[src/rtl/bkm_control_sequencer.sv]
`default_nettype none
// +----------------------------------------------------------------------------+
// | Module      : bkm_control_sequencer                                        |
// | Description : Iteration sequencer for the BKM datapath. Accepts one        |
// |               operation, drives an external combinational step block once  |
// |               per iteration (n = 0..n_last), feeds the step results back,  |
// |               streams each digit pair over valid/ready and presents the    |
// |               final u/v with a one-cycle done pulse.                       |
// |               Optional macro BKM_CONTROL_SEQ_STATS_EN adds a saturating    |
// |               stall counter output (stall_cnt) and a completion report.    |
// | Revision    : 1.0 - initial release                                        |
// +----------------------------------------------------------------------------+
module bkm_control_sequencer #(
  parameter int W     = 64,
  parameter int LOG2N = 6
) (
  input  logic             clk,
  input  logic             srst,
  input  logic             enable,
  input  logic             start,
  input  logic             mode,
  input  logic [1:0]       format,
  input  logic [LOG2N-1:0] n_last,
  input  logic [W-1:0]     u_0,
  input  logic [W-1:0]     v_0,
  output logic             busy,
  output logic             step_mode,
  output logic [1:0]       step_format,
  output logic [LOG2N-1:0] step_n,
  output logic [W-1:0]     step_u_n,
  output logic [W-1:0]     step_v_n,
  input  logic [W-1:0]     step_u_np1,
  input  logic [W-1:0]     step_v_np1,
  input  logic [1:0]       step_d_u_n,
  input  logic [1:0]       step_d_v_n,
  output logic             dig_valid,
  input  logic             dig_ready,
  output logic [LOG2N-1:0] dig_n,
  output logic [1:0]       dig_d_u,
  output logic [1:0]       dig_d_v,
  output logic             done,
  output logic [W-1:0]     u_fin,
  output logic [W-1:0]     v_fin
`ifdef BKM_CONTROL_SEQ_STATS_EN
  ,
  output logic [15:0]      stall_cnt
`endif
);

  localparam logic [1:0] S_IDLE = 2'd0;
  localparam logic [1:0] S_RUN  = 2'd1;
  localparam logic [1:0] S_DONE = 2'd2;

  logic [1:0]       state_q, state_d;
  logic             mode_q, mode_d;
  logic [1:0]       format_q, format_d;
  logic [LOG2N-1:0] n_last_q, n_last_d;
  logic [LOG2N-1:0] n_q, n_d;
  logic [W-1:0]     u_q, u_d;
  logic [W-1:0]     v_q, v_d;
  logic [W-1:0]     u_fin_q, u_fin_d;
  logic [W-1:0]     v_fin_q, v_fin_d;

  // Last iteration is detected before any increment, so n_last = 2^LOG2N-1
  // finishes without step_n ever wrapping.
  logic             w_last;
  assign w_last = (n_q == n_last_q);

  // State register: reset wins over enable, enable=0 freezes the state.
  always_ff @(posedge clk) begin
    if (srst) begin
      state_q <= S_IDLE;
    end else if (enable) begin
      state_q <= state_d;
    end
  end

  // Next-state logic; only evaluated into the register on enabled edges.
  always_comb begin
    state_d = state_q;
    case (state_q)
      S_IDLE:  if (start) state_d = S_RUN;
      S_RUN:   if (dig_ready && w_last) state_d = S_DONE;
      S_DONE:  state_d = S_IDLE;
      default: state_d = S_IDLE;
    endcase
  end

  // Outputs decoded from state; valid and done are gated by enable so no
  // transfer or completion is signalled on a frozen cycle.
  always_comb begin
    busy      = (state_q != S_IDLE);
    dig_valid = enable && (state_q == S_RUN);
    done      = enable && (state_q == S_DONE);
  end

  // Datapath next values: latch the operation on start, advance u/v and the
  // index only on a digit transfer so the step inputs hold across stalls.
  always_comb begin
    mode_d   = mode_q;
    format_d = format_q;
    n_last_d = n_last_q;
    n_d      = n_q;
    u_d      = u_q;
    v_d      = v_q;
    u_fin_d  = u_fin_q;
    v_fin_d  = v_fin_q;
    if (state_q == S_IDLE && start) begin
      mode_d   = mode;
      format_d = format;
      n_last_d = n_last;
      n_d      = '0;
      u_d      = u_0;
      v_d      = v_0;
    end else if (state_q == S_RUN && dig_ready) begin
      u_d = step_u_np1;
      v_d = step_v_np1;
      if (w_last) begin
        u_fin_d = step_u_np1;
        v_fin_d = step_v_np1;
      end else begin
        n_d = n_q + 1'b1;
      end
    end
  end

  // Datapath registers with synchronous reset and clock enable.
  always_ff @(posedge clk) begin
    if (srst) begin
      mode_q   <= 1'b0;
      format_q <= 2'd0;
      n_last_q <= '0;
      n_q      <= '0;
      u_q      <= '0;
      v_q      <= '0;
      u_fin_q  <= '0;
      v_fin_q  <= '0;
    end else if (enable) begin
      mode_q   <= mode_d;
      format_q <= format_d;
      n_last_q <= n_last_d;
      n_q      <= n_d;
      u_q      <= u_d;
      v_q      <= v_d;
      u_fin_q  <= u_fin_d;
      v_fin_q  <= v_fin_d;
    end
  end

  assign step_mode   = mode_q;
  assign step_format = format_q;
  assign step_n      = n_q;
  assign step_u_n    = u_q;
  assign step_v_n    = v_q;
  assign dig_n       = n_q;
  assign dig_d_u     = step_d_u_n;
  assign dig_d_v     = step_d_v_n;
  assign u_fin       = u_fin_q;
  assign v_fin       = v_fin_q;

`ifdef BKM_CONTROL_SEQ_STATS_EN
  logic [15:0] stall_q, stall_d;

  // Stall counter: cleared on an accepted start, saturates at all-ones,
  // holds after completion until the next operation.
  always_comb begin
    stall_d = stall_q;
    if (state_q == S_IDLE && start) begin
      stall_d = 16'd0;
    end else if (state_q == S_RUN && !dig_ready && stall_q != 16'hFFFF) begin
      stall_d = stall_q + 16'd1;
    end
  end

  // Stall counter register and completion report.
  always_ff @(posedge clk) begin
    if (srst) begin
      stall_q <= 16'd0;
    end else if (enable) begin
      stall_q <= stall_d;
      if (state_q == S_DONE) begin
        $display("bkm_control_sequencer: iterations=%0d stall_cnt=%0d",
                 int'(n_last_q) + 1, stall_q);
      end
    end
  end

  assign stall_cnt = stall_q;
`else
`endif

endmodule
`default_nettype wire

[config.mk]
export PLATFORM = sky130hd
export DESIGN_NAME = bkm_control_sequencer
export DESIGN_NICKNAME = d
export VERILOG_FILES = /design/src/rtl/bkm_control_sequencer.sv
export SDC_FILE = /design/constraint.sdc
export NUM_CORES = 1
export LEC_CHECK = 0
export BUFFER_PORTS_ARGS = -buffer_cell sky130_fd_sc_hd__buf_2
export CAP_MARGIN = 20
export CORE_AREA = 2 2 213 215
export DETAILED_ROUTE_END_ITERATION = 7
export DIE_AREA = 0 0 215 217
export GPL_TIMING_DRIVEN = 0
export PLACE_DENSITY = 0.61
export SETUP_SLACK_MARGIN = 0.3
export SYNTH_ARGS = -nofsm -noshare
export SYNTH_HDL_FRONTEND = slang
export SYNTH_SLANG_ARGS = --single-unit
[constraint.sdc]
create_clock -name clk -period 3.2 [get_ports clk]
set_input_delay 0.48 -clock clk [delete_from_list [all_inputs] [get_ports clk]]
set_output_delay 0.48 -clock clk [all_outputs]
set_load 0.005 [all_outputs]
==> results.md, run 1 <==
* Critical Setup Path Class: reg -> reg
* Post-synthesis cell type count at 41
* Outcome: completed
* DRT Pass-1 Iters at 5
* Post-synthesis mux area share at a little under an eighth
* #FFs+latches synth at 273
* Post-route cell area at roughly 0.016 mm2
* Initial core utilization at 25.7%
* Most frequent cells in the layout: 601 x buf_2, 273 x dfxtp_1, 143 x a21oi_1
* Routed wire per std cell at 19.5 um
* Final hold violation count at 0
* Adder-Cell Fraction of Synth Area at 0.109%
* Synth warnings at 0
* Routed wl met3 at approximately 3700 um
* Final HPWL DP at 37400 um
* FF-to-FF Start: dig_n[0]
* Worst Setup EP: u_fin[17]
* Height of the die at 217 um
* # rows at 78
* Tmin final at ~2.7 ns
* Final setup skew at 0.0188 ns
* PortBufs at 546
* GR Overflow Total at 0
* Syn_nets at 1549
* Synth Area in Compound Gates at between 20% and 30%
* Critical path fanouts, max at 10
* Clk_lat worst skew at 0.53 ns
* Max-Cap Viols at 0
* Placement Cell Area at around 0.015 mm2
* Final period util at 84.8%
* WL met1 at about 20000 um
* Largest net degree at the start of global routing at 13
* Post-synthesis simple-gate area fraction at 12.5%
* First-pass GRT wire length at 71200 um
* Seq/Total Area, Yosys at 47.6%
* R2r endpoint: u_fin[17]
* Core Area at 0.0447 mm2
* Die X at roughly 220 um
* Worst setup startpoint: dig_n[0]
* Relative max-transition margin at 39.8%
* Hold Path Class: in -> reg
* Largest family of logic cells by synthesized area: compound AO/OA/AOI/OAI gates
* Worst vdd ir at 309 uV
* Total Wirelength at ~48000 um
* Initial antenna violation count at 9
* Worst Tran Pin Value at 0.902 ns
* H-tree levels at 2
* Top layer reached by signal wires: met5
* I/O pin cnt at approximately 550
* Vias in the first global route at roughly 12000
* Commonest non-fill, non-tap cell in the layout: buf_2
* Mean Syn Cell Area at approximately 9 um2
* Layout cells sized above 1 at 37.4%
* RSZ-0062 raised after global routing: no
* Via Count at 12100
* CTS tree: done
* DRC Markers at 0
* Syn Inst Count at 1274
* Post-CTS Setup Inserts at 0
* Startpoint Class: flop
* Die ar. at 0.0467 mm2
* Cts bufs inserted at 34
* Setup violations, final at 0
* Clock slew seen by the registers of the worst setup and hold paths at 0.06 ns
* Gpl congestion at 0.932
* Post-Synth XOR/XNOR Area at 0.457%
* Vias per cell at ~4.9
* Setup TNS at 0 ns
* Reg2reg setup slack at 0.49 ns
* Total clock sinks at 273
* Reg2Reg Depth at 6
* Initial DRC Count at 636
* DRT antenna net count at 0
* WP data required at about 3.7 ns
* CTS Root Cell: clkbuf_16
* Crit path capture type: flop
* Pwr/cell area at between 500 and 600 mW/mm2
* Layout Area Growth over Synthesis at 40.4%
* Pins Over Slew Limit at 0
* CP arrival at between 3 and 4 ns
* P_leak at 7.33 nW
* Cell Area, Synth at between 0.01 and 0.015 mm2
* CTS Hold Bufs at 0
* Worst Hold Depth at 3
* Clock buffer depth at 3
* FMAX at 368 MHz
* GRT Overall Usage at around a fifth
* Final #Nets at about 2100
* Routed wl met2 at 23400 um
[stage by stage]
stage / power, mW / utilization (%) / instances / hold slack (ns) / setup slack (ns)
final: 9.02 / 36.1 / 2484 / 0.189 / 0.485
after global placement: 5.16 / 33.5 / 2420 / 0.449 / 0.385
after CTS: 9.13 / 36.1 / 2480 / 0.151 / 0.399
after floorplan: 4.50 / - / 1274 / 0.448 / 1.31
after global routing: 9.40 / 36.1 / 2484 / 0.173 / 0.302
after detailed placement: 5.18 / 33.5 / 2421 / 0.462 / 0.332
[sequential cells by signal, summed over array words and instances, names as in the netlist]
signal	count
dig_n	6
n_last_q	6
state_q	2
step_format	2
step_mode	1
step_u_n	64
step_v_n	64
u_fin	64
v_fin	64
[cell families (layout without fill, tap and decap cells)]
logic type,Yosys count,in the layout
AO/OA/AOI/OAI,402,402
AND/OR/NAND/NOR,313,313
flip-flops,273,273
buffers and inverters,144,750
multiplexers,135,135
XOR/XNOR,6,6
adder cells (fa/ha/maj),1,1
other,0,4
[where the power goes]
group | switching (mW) | internal, mW | leakage, nW
Sequential | 0.0961 | 3.57 | 2.23
Combinational | 0.842 | 0.600 | 4.54
Clock | 1.53 | 2.37 | 0.559
Total | 2.47 | 6.55 | 7.33
[Yosys cell counts (all sizes together)]
cell type / count / area, um2
a211oi: 129 / 968
nor3: 4 / 20.0
mux2: 2 / 26.3
nor4: 2 / 27.5
buf: 95 / 632
a21oi: 143 / 716
and2b: 1 / 7.51
nor3b: 1 / 7.51
nand4b: 1 / 8.76
mux2i: 133 / 1330
nand4: 1 / 6.26
nor2b: 2 / 12.5
ha: 1 / 12.5
nor4bb: 1 / 10.0
a21boi: 1 / 7.51
inv: 1 / 3.75
nand2: 22 / 82.6
nor2: 132 / 495
or3: 5 / 32.5
nand3: 132 / 661
and3b: 1 / 8.76
or3b: 1 / 8.76
nand2b: 1 / 6.26
a41o: 1 / 10.0
dfxtp: 273 / 5470
o21ai: 128 / 641
and3: 2 / 13.8
or4: 1 / 11.3
xor2: 6 / 52.6
dlygate4sd1: 1 / 8.76
and2: 3 / 20.0
clkbuf: 47 / 179
[per-layer routing]
layer,up-vias,global-route usage [%]
li1,5761,-
met1,5727,23.2
met2,472,34.1
met3,88,6.12
met4,8,6.46
met5,-,0
[final cells by class]
class	instances	area, um2
tap	600	751
sequential	273	5470
multi-input combinational	857	5200
buffer	143	826
fill	4719	28600
inverter	1	3.75
timing repair buffer	547	2750
clock buffer	53	1070
clock inverter	6	65.1
antenna	4	10.0
[worst min-delay path by stage]
stage	from	endpoint
6_report	n_last[3]	n_last_q[3]
5_1_grt	n_last[3]	n_last_q[3]
4_1_cts	n_last[3]	n_last_q[3]
3_5_place_dp	v_fin[4]	v_fin[4]
3_3_place_gp	step_format[1]	step_format[1]
2_1_floorplan	n_last_q[0]	n_last_q[0]
[timing repair]
| action | CTS | global route |
|---|---|---|
| hold endpoints to repair | 0 | 0 |
| setup endpoints to repair | 0 | 5 |
| gates resized for setup | 0 | 2 |
[worst max-delay path, stage by stage (launching register included)]
cell and delay [ns]:
dfxtp_1 0.56, xor2_1 0.19, nor3_1 0.36, clkdlybuf4s15_1 0.85, buf_2 0.38, nand3_1 0.12
a21oi_1 0.18
(Power assumes the default switching activity.)
==> run 2, diff against run 1 <==
--- a/config.mk
+++ b/config.mk
@@ -11,7 +11,7 @@
 export DETAILED_ROUTE_END_ITERATION = 7
 export DIE_AREA = 0 0 215 217
 export GPL_TIMING_DRIVEN = 0
-export PLACE_DENSITY = 0.61
+export PLACE_DENSITY = 0.63
 export SETUP_SLACK_MARGIN = 0.3
 export SYNTH_ARGS = -nofsm -noshare
 export SYNTH_HDL_FRONTEND = slang
==> constraint.sdc (replaced) <==
create_clock -name clk -period 2.3 [get_ports clk]
set_input_delay 0.345 -clock clk [delete_from_list [all_inputs] [get_ports clk]]
set_output_delay 0.345 -clock clk [all_outputs]
set_load 0.005 [all_outputs]
==> run 2 against run 1 <==
Hold slack lost 0.15 ns. Cell count about the same. Worst setup slack lost 0.13 ns. Clock power grew 27%. Cell area grew 0.82%. Sequential share of layout area is 0.19 points lower. Critical path type unchanged. Highest routed layer unchanged.
==> results.md, run 2 (synthesis results as in run 1) <==
* Outcome: completed
* Max-Cap Viols at 0
* Clock slew seen by the registers of the worst setup and hold paths at ~0.060 ns
* Initial DRC Count at 761
* Die X at between 200 and 250 um
* Total Wirelength at between 40000 and 50000 um
* Place WS at -0.241 ns
* Hold Path Class: in -> reg
* H-tree levels at 1
* Total clock sinks at 273
* Reg2Reg Depth at 7
* FF-to-FF Start: state_q[0]
* Final period util at between 80% and 90%
* Initial antenna violation count at 3
* Setup TNS at 0 ns
* Core Area at about 0.045 mm2
* R2r endpoint: step_u_n[26]
* Final WS setup at 0.360 ns
* Height of the die at 217 um
* Final #Nets at 2135
* Worst Tran Pin Value at 0.958 ns
* GR Overflow Total at 0
* Clk_lat worst skew at around 0.57 ns
* Routed wire per std cell at slightly below 20 um
* # rows at 78
* Die ar. at between 0.04 and 0.05 mm2
* Pwr/cell area at 745 mW/mm2
* Worst hold path startpoint: format[0]
* PortBufs at 546
* Cts bufs inserted at 31
* DRT Pass-1 Iters at 6
* Reg area at approximately 0.0055 mm2
* # fillers at 4652
* Crit path capture type: flop
* Layout cells sized above 1 at about two fifths
* Critical Setup Path Class: reg -> reg
* GRT Overall Usage at 19.3%
* Commonest non-fill, non-tap cell in the layout: buf_2
* Setup violations, final at 0
* DRT antenna net count at 0
* Initial core utilization at 25.7%
* Gpl congestion at between 0.9 and 1
* DRC Markers at 0
* Worst Hold Depth at 3
* Critical path fanouts, max at 10
* CP arrival at 2.41 ns
* Final setup skew at 0.0162 ns
* Startpoint Class: flop
* Clock buffer depth at 3
* Most frequent cells in the layout: 585 x buf_2, 266 x dfxtp_1, 143 x a21oi_1
* WP data required at about 2.8 ns
* Multi-input gate area at 0.00529 mm2
* Via Count at around 12000
* Relative max-transition margin at approximately 36%
* Tmin final at slightly below 2 ns
* Layout Area Growth over Synthesis at 41.6%
* Vias per cell at 4.89
* Pins Over Slew Limit at 0
* CTS Root Cell: clkbuf_16
* RSZ-0062 raised after global routing: yes
* Vias in the first global route at 11800
* FMAX at 515 MHz
* Reg2reg setup slack at 0.36 ns
* Final hold violation count at 0
* Worst vdd ir at 411 uV
* I/O pin cnt at 552
* Hold Crit Endpoint: step_format[0]
* P_leak at 7.35 nW
* Largest net degree at the start of global routing at 15
* CTS tree: done
* Final HPWL DP at 36900 um
* First-pass GRT wire length at 70400 um
run 2: cell types whose count changed in the layout (fill, tap and decap cells not counted), sizes merged:
cell | before | now
dlygate4sd3 | 0 | 4
buf | 642 | 640
bufinv | 1 | 3
clkbuf | 99 | 97
diode | 4 | 2
inv | 3 | 1
clkdlybuf4s15 | 1 | 0
clkinv | 3 | 4
clkinvlp | 0 | 1
run 2: final cells by class:
| type | count | share of cell area (%) |
|---|---|---|
| timing repair buffer | 553 | 17.3 |
| buffer | 143 | 5.64 |
| multi-input combinational | 857 | 32.5 |
| clock buffer | 46 | 5.42 |
| sequential | 273 | 33.7 |
| inverter | 1 | 0.0231 |
| clock inverter | 8 | 0.723 |
| antenna | 2 | 0.0308 |
| tap | 600 | 4.61 |
run 2: metal layers:
metal,global-route usage [%],vias up,share of wire [%]
met5,0,-,0.029
met4,4.57,2,2.0
met3,5.03,66,7.9
met2,34.0,506,48
met1,23.5,5822,42
li1,-,5752,-
run 2: stage by stage:
step,total power [mW],instance area (um2),hold slack (ns),cells,util (%)
finish,12.1,16300,0.0380,2483,36.4
global route,12.6,16300,0.0172,2483,36.4
CTS,12.2,16100,0.00232,2481,36.1
detailed placement,7.21,15000,0.454,2422,33.6
global placement,7.17,15000,0.452,2420,33.5
floorplan,6.27,11500,0.448,1274,-
run 2: worst max path at each step:
stage / startpoint / to / slack (ns) / depth (start not counted)
after floorplan: dig_n[3] / v_fin[10] / 0.54 / 6
final: state_q[0] / step_u_n[26] / 0.36 / 7
after global routing: state_q[0] / step_u_n[29] / 0.23 / 8
after global placement: dig_n[0] / v_fin[26] / -0.56 / 6
after detailed placement: dig_n[0] / v_fin[36] / -0.24 / 7
after CTS: dig_n[0] / u_fin[17] / 0.31 / 6
run 2: what timing repair did:
action                                 4_1_cts  5_1_grt
setup endpoints to repair                  196      229
buffers inserted                             1        0
endpoints found under the hold margin        4        0
gates resized for setup                     23       64
hold buffers                                 4        0
pin swaps                                    1        0
run 2: where the power goes:
| part | switching, mW | internal, mW | leakage, nW | total, mW |
|---|---|---|---|---|
| logic | 1.18 | 0.883 | 4.63 | 2.07 |
| registers | 0.136 | 4.97 | 2.23 | 5.11 |
| clock network | 2.00 | 2.95 | 0.488 | 4.95 |
run 2: worst max-delay path: stages, from the launching register on:
cell	delay [ns]
dfxtp_1	0.30
clkbuf_4	0.18
mux2_4	0.34
and2_1	0.16
buf_2	0.15
clkbuf_4	0.23
buf_2	0.23
a211oi_1	0.23
